$ cat src/rtl/abc_pkg.sv
// Shared types and default sizes for the abc packet bus receiver.
package abc_pkg;

  localparam int ABC_DATA_W        = 64;
  localparam int ABC_PAYLOAD_BEATS = 8;
  localparam int ABC_GAP_W         = 6;

  typedef logic [ABC_DATA_W-1:0] abc_beat_t;
  typedef abc_beat_t [ABC_PAYLOAD_BEATS-1:0] abc_payload_t;

  typedef struct packed {
    abc_beat_t              header;
    abc_payload_t           payload;
    abc_beat_t              trailer;
    logic [ABC_GAP_W-1:0]   gap;
  } abc_pkt_t;

  typedef enum logic [1:0] {
    IDLE    = 2'd0,
    PAYLOAD = 2'd1,
    TRAILER = 2'd2
  } abc_rx_state_e;

endpackage

$ cat src/rtl/abc_rx_gap_counter.sv
// Saturating idle-beat counter; the value latched at a header is the distance
// in beats from the previous trailer, so a back-to-back header reads 1.
module abc_rx_gap_counter
  import abc_pkg::*;
#(
  parameter int GAP_W = ABC_GAP_W
) (
  input  logic             clk,
  input  logic             rst,
  input  logic             clr_i,
  input  logic             inc_i,
  input  logic             latch_i,
  output logic [GAP_W-1:0] gap_o
);

  localparam logic [GAP_W-1:0] GAP_MAX = '1;

  logic [GAP_W-1:0] cnt_q, cnt_d;
  logic [GAP_W-1:0] gap_q, gap_d;

  always_comb begin
    cnt_d = cnt_q;
    if (clr_i) begin
      cnt_d = '0;
    end else if (inc_i && (cnt_q != GAP_MAX)) begin
      cnt_d = cnt_q + 1'b1;
    end
    gap_d = gap_q;
    if (latch_i) begin
      gap_d = (cnt_q == GAP_MAX) ? GAP_MAX : cnt_q + 1'b1;
    end
  end

  always_ff @(posedge clk or posedge rst) begin
    if (rst) begin
      cnt_q <= '0;
      gap_q <= '0;
    end else begin
      cnt_q <= cnt_d;
      gap_q <= gap_d;
    end
  end

  assign gap_o = gap_q;

endmodule

$ cat src/rtl/abc_rx.sv
// abc bus receiver: deframes header + payload + trailer into a valid/ready packet register.
// Optional inter-packet gap measurement is enabled by defining ABC_RX_GAP_MEASURE_EN.
module abc_rx
  import abc_pkg::*;
#(
  parameter int DATA_W        = ABC_DATA_W,
  parameter int PAYLOAD_BEATS = ABC_PAYLOAD_BEATS,
  parameter int GAP_W         = ABC_GAP_W
) (
  input  logic                            clk,
  input  logic                            rst,
  input  logic                            sop,
  input  logic                            eop,
  input  logic [DATA_W-1:0]               data,
  output logic                            pkt_valid,
  input  logic                            pkt_ready,
  output logic [DATA_W-1:0]               pkt_header,
  output logic [PAYLOAD_BEATS*DATA_W-1:0] pkt_payload,
  output logic [DATA_W-1:0]               pkt_trailer,
  output logic [GAP_W-1:0]                pkt_gap,
  output logic                            frame_err,
  output logic                            ovf_err
);

  localparam int CNT_W = (PAYLOAD_BEATS > 1) ? $clog2(PAYLOAD_BEATS) : 1;
  localparam logic [CNT_W-1:0] CNT_LAST = CNT_W'(PAYLOAD_BEATS - 1);

  abc_rx_state_e state_q;
  logic [CNT_W-1:0]                cnt_q;
  logic [DATA_W-1:0]               hdr_q;
  logic [PAYLOAD_BEATS*DATA_W-1:0] pay_q;
  logic                            valid_q;
  logic [DATA_W-1:0]               out_hdr_q;
  logic [PAYLOAD_BEATS*DATA_W-1:0] out_pay_q;
  logic [DATA_W-1:0]               out_trl_q;
  logic                            frame_err_q;
  logic                            ovf_err_q;

  // X or Z on the framing strobes never counts as asserted.
  logic sop_v, eop_v;
  assign sop_v = (sop === 1'b1);
  assign eop_v = (eop === 1'b1);

  logic trl_take, pkt_load;
  assign trl_take = (state_q == TRAILER) && eop_v && !sop_v;
  assign pkt_load = trl_take && (!valid_q || pkt_ready);

  always_ff @(posedge clk or posedge rst) begin
    if (rst) begin
      state_q     <= IDLE;
      cnt_q       <= '0;
      hdr_q       <= '0;
      pay_q       <= '0;
      valid_q     <= 1'b0;
      out_hdr_q   <= '0;
      out_pay_q   <= '0;
      out_trl_q   <= '0;
      frame_err_q <= 1'b0;
      ovf_err_q   <= 1'b0;
    end else begin
      frame_err_q <= 1'b0;
      ovf_err_q   <= 1'b0;
      if (valid_q && pkt_ready) begin
        valid_q <= 1'b0;
      end
      case (state_q)
        IDLE: begin
          if (sop_v && !eop_v) begin
            hdr_q   <= data;
            cnt_q   <= '0;
            state_q <= PAYLOAD;
          end else if (eop_v) begin
            frame_err_q <= 1'b1;
          end
        end
        PAYLOAD: begin
          if (!sop_v && !eop_v) begin
            pay_q[int'(cnt_q)*DATA_W +: DATA_W] <= data;
            if (cnt_q == CNT_LAST) begin
              state_q <= TRAILER;
            end else begin
              cnt_q <= cnt_q + 1'b1;
            end
          end else if (sop_v && !eop_v) begin
            hdr_q       <= data;
            cnt_q       <= '0;
            frame_err_q <= 1'b1;
          end else begin
            frame_err_q <= 1'b1;
            state_q     <= IDLE;
          end
        end
        TRAILER: begin
          if (trl_take) begin
            state_q <= IDLE;
            if (pkt_load) begin
              valid_q   <= 1'b1;
              out_hdr_q <= hdr_q;
              out_pay_q <= pay_q;
              out_trl_q <= data;
            end else begin
              ovf_err_q <= 1'b1;
            end
          end else if (sop_v && !eop_v) begin
            hdr_q       <= data;
            cnt_q       <= '0;
            frame_err_q <= 1'b1;
            state_q     <= PAYLOAD;
          end else begin
            frame_err_q <= 1'b1;
            state_q     <= IDLE;
          end
        end
        default: state_q <= IDLE;
      endcase
    end
  end

`ifdef ABC_RX_GAP_MEASURE_EN
  logic [GAP_W-1:0] hdr_gap;
  logic [GAP_W-1:0] out_gap_q;

  abc_rx_gap_counter #(.GAP_W(GAP_W)) u_gap (
    .clk     (clk),
    .rst     (rst),
    .clr_i   (trl_take),
    .inc_i   ((state_q == IDLE) && !sop_v),
    .latch_i (sop_v && !eop_v),
    .gap_o   (hdr_gap)
  );

  always_ff @(posedge clk or posedge rst) begin
    if (rst) begin
      out_gap_q <= '0;
    end else if (pkt_load) begin
      out_gap_q <= hdr_gap;
    end
  end

  assign pkt_gap = out_gap_q;
`else
  assign pkt_gap = '0;
`endif

  assign pkt_valid   = valid_q;
  assign pkt_header  = out_hdr_q;
  assign pkt_payload = out_pay_q;
  assign pkt_trailer = out_trl_q;
  assign frame_err   = frame_err_q;
  assign ovf_err     = ovf_err_q;

endmodule

$ cat config.mk
export PLATFORM = sky130hd
export DESIGN_NAME = abc_rx
export DESIGN_NICKNAME = d
export VERILOG_FILES = /design/src/rtl/abc_pkg.sv /design/src/rtl/abc_rx_gap_counter.sv /design/src/rtl/abc_rx.sv
export SDC_FILE = /design/constraint.sdc
export NUM_CORES = 2
export LEC_CHECK = 0
export CORE_MARGIN = 1.5
export CORE_UTILIZATION = 49
export CTS_CLUSTER_DIAMETER = 60
export CTS_CLUSTER_SIZE = 40
export DETAILED_ROUTE_END_ITERATION = 8
export PLACE_DENSITY = 0.74
export SETUP_SLACK_MARGIN = 0.05
export SLEW_MARGIN = 30
export SYNTH_ARGS = -nofsm -noshare
export SYNTH_HDL_FRONTEND = slang
export SYNTH_SLANG_ARGS = --single-unit
$ cat constraint.sdc
create_clock -name clk -period 42.6 [get_ports clk]
set_input_delay 8.52 -clock clk [delete_from_list [all_inputs] [get_ports clk]]
set_output_delay 8.52 -clock clk [all_outputs]
set_load 0.01 [all_outputs]
==> results.json <==
{
  "outcome": "finished, final reports clean",
  "grt_pass1_vias": 27972,
  "ir_worst_vdd_uv": 29.8,
  "drc": 0,
  "synth-edff-count": 0,
  "ys_seq_area_frac": 0.648,
  "gp_congestion": 0.788,
  "design_area_um2": 58800,
  "crit_family": "buffers and inverters",
  "synthXorXnorAreaFrac": 0.000185,
  "required_ns": 43.29,
  "num_vias": 26939,
  "drive_gt1_frac": 0.337,
  "syn_avg_cell_area_um2": 16.1,
  "cts_tree": "done",
  "final_nets": 3694,
  "fp-row-count": 113,
  "wirelength_um": 123000,
  "die_height_um": 314,
  "ant_nets": 0,
  "ys_warn_count": 0,
  "yosys.area_share.simple": 0.0380,
  "setup_tns_ns": 0,
  "grt_pass1_wl_um": 185000,
  "dp_hpwl_um": 80400,
  "ys_ff_latch": 1224,
  "async_reset_ff_frac": 1.00,
  "n_fill_cell": 7209,
  "antenna_found_initial": 2,
  "numClockSinks": 1224,
  "min_to": "pay_q[503]$_DFFE_PP0P_",
  "crit_slowest_cell": "buf_4",
  "synth_mux_area_frac": 0.289,
  "final_max_slew_viol_count": 0,
  "worstRegToRegCells": 7,
  "drt-pass1-iter-count": 5,
  "slew-limit-headroom": 0.350,
  "synth_cells": 2937,
  "grt_overflow": 0,
  "period_minus_slack_ns": 12.92,
  "fin_crit_sh": 0.303,
  "path_buf_inv": 8,
  "grt_max_degree": 177,
  "r2r_slack_ns": 38.39,
  "path_clk_slew_ns": 0.08,
  "ctsResizeCount": 0,
  "numPortBuffers": 711,
  "drtIter0Drc": 1615,
  "endpoint_kind": "asynchronous set/reset pin",
  "hold_depth": 1,
  "worst_pin_slew_ns": 0.975,
  "path_max_fanout": 101,
  "timing.fmax_ghz": 0.0774,
  "ys_types": 35,
  "power_w": 0.00226,
  "wl_per_cell_um": 24.7,
  "crit_type": "in -> async",
  "cap_violations": 0,
  "syn_area_um2": 47300,
  "p_leak_nw": 29.4,
  "hp-class": "reg -> reg",
  "cts_buffers": 86,
  "setup_viol": 0,
  "pwr_density_cell_nw_per_um2": 38.3,
  "synth_ff_type": "dfrtp_1",
  "r2r_end": "pay_q[298]$_DFFE_PP0P_",
  "holdBufCountCts": 0,
  "r2r_start": "cnt_q[0]$_DFFE_PP0P_",
  "synth-compound-area-share": 0.000927,
  "yosys.area_share.adder": 0.00185,
  "crit_arrival_ns": 13.61,
  "clockBufferDepth": 3,
  "cpPeakStageDelay_ns": 0.79,
  "dpl-instance-area_um2": 55600,
  "final_hold_viol_count": 0,
  "pre_cts_slack_ns": 27.98,
  "cts-root-buf": "clkbuf_16",
  "setup_ws_ns": 29.68,
  "dieWidth_um": 314,
  "cp_cell_sequence": "clkdlybuf4s50_1 -> clkinvlp_4 -> buf_12 -> buf_4 -> buf_6 -> buf_6 -> buf_4 -> buf_4",
  "syn_to_final_growth_pct": 24.5,
  "cts_setup_buffers": 0,
  "critPathLaunchType": "primary input",
  "finalClockSkew_ns": 0.0228,
  "dieArea_um2": 98300,
  "ioPinCount": 718,
  "synth_top_family_by_area": "multiplexers",
  "clk_latency_ns": 0.68,
  "worstHoldStart": "pay_q[503]$_DFFE_PP0P_",
  "avgViaCountPerCell": 5.43,
  "grt_util_all_layers": 0.250,
  "cpMostUsedCell": "buf_4",
  "start_util": 0.496,
  "core_um2": 95300,
  "cts_htree_levels": 3,
  "rsz0062_at_grt": "no"
}
## report_power, final
part           internal [W]  switching [W]
clock network      0.000439       0.000478
logic             0.0000471      0.0000683
registers           0.00120      0.0000211
## kinds of logic after synthesis
family	count (synthesis)
other	1
and+or+nand+nor	286
xor gates and xnor gates	1
DFF	1224
muxes	1217
adders and majority gates	7
AOI/OAI and AO/OA	6
buffers and inverters	195
## placed cells by master, fill, tap and decap left out, types with 3 or more instances in the layout
cell type | synthesis | layout
buf_6 | 18 | 8
mux2i_1 | 18 | 18
ha_1 | 7 | 6
buf_12 | 0 | 4
clkdlybuf4s50_1 | 0 | 711
dfrtp_1 | 1224 | 1223
nor2_1 | 4 | 4
nand3_4 | 0 | 4
inv_8 | 0 | 15
and2_1 | 145 | 145
clkbuf_16 | 0 | 87
clkinv_8 | 0 | 11
and3_1 | 94 | 94
inv_1 | 23 | 22
bufinv_16 | 0 | 4
buf_4 | 9 | 36
inv_12 | 0 | 7
inv_6 | 0 | 15
clkinv_4 | 0 | 3
clkinvlp_4 | 0 | 8
mux2_1 | 183 | 183
mux2_2 | 1016 | 1016
conb_1 | 1 | 6
nand2_1 | 20 | 19
nor4b_4 | 1 | 5
inv_16 | 0 | 7
## stage by stage
| step | util | std cells | hold slack [ns] |
|---|---|---|---|
| floorplan | - | 2942 | 0.454 |
| global placement | 0.583 | 4791 | 0.464 |
| detailed placement | 0.583 | 4793 | 0.471 |
| CTS | 0.617 | 4953 | 0.490 |
| global route | 0.617 | 4956 | 0.498 |
| finish | 0.617 | 4957 | 0.486 |
## worst max-delay path by stage
stage	cells past startpoint	slack [ns]	endpoint	start
2_1_floorplan	1	17.17	cnt_q[0]$_DFFE_PP0P_	rst
4_1_cts	8	28.72	pay_q[335]$_DFFE_PP0P_	rst
3_5_place_dp	8	27.98	pay_q[335]$_DFFE_PP0P_	rst
6_report	8	29.68	pkt_payload[86]$_DFFE_PP0P_	rst
3_3_place_gp	8	27.95	pkt_payload[331]$_DFFE_PP0P_	rst
5_1_grt	8	28.96	pkt_payload[86]$_DFFE_PP0P_	rst
## sequential cells by signal, summed over array words and instances (netlist names), 2 cells and up
register	flops
pay_q	512
pkt_payload	512
hdr_q	64
pkt_header	64
pkt_trailer	64
cnt_q	3
state_q	2
## cells in the mapped netlist, drive strengths merged, types with 2 or more instances
master	n	area share
a22o	2	0.00037
and2	145	0.019
and3	94	0.012
buf	124	0.016
clkbuf	48	0.0038
dfrtp	1224	0.65
ha	7	0.0019
inv	23	0.0018
mux2	1199	0.29
mux2i	18	0.0038
nand2	20	0.0016
nand2b	2	0.00026
nand3	4	0.00042
nor2	4	0.00032
nor2b	2	0.00026
nor3	2	0.00021
nor3b	2	0.00032
nor4b	6	0.0020
## per-layer routing
metal	global-route usage	wire, um
met5	0	0
met3	0.0495	6560
met2	0.418	60700
met1	0.331	51800
met4	0.0755	3430
## cell type report
cell class | count | area (um^2) | share of cell area
antenna | 2 | 5.00 | 0.0000851
clock buffer | 89 | 2190 | 0.0373
clock inverter | 71 | 967 | 0.0164
inverter | 23 | 90.1 | 0.00153
multi-input combinational | 1523 | 15800 | 0.268
sequential | 1224 | 30600 | 0.521
tap | 1265 | 1580 | 0.0269
timing repair buffer | 760 | 7580 | 0.129
Note: power is estimated with default switching activity, not from simulation.
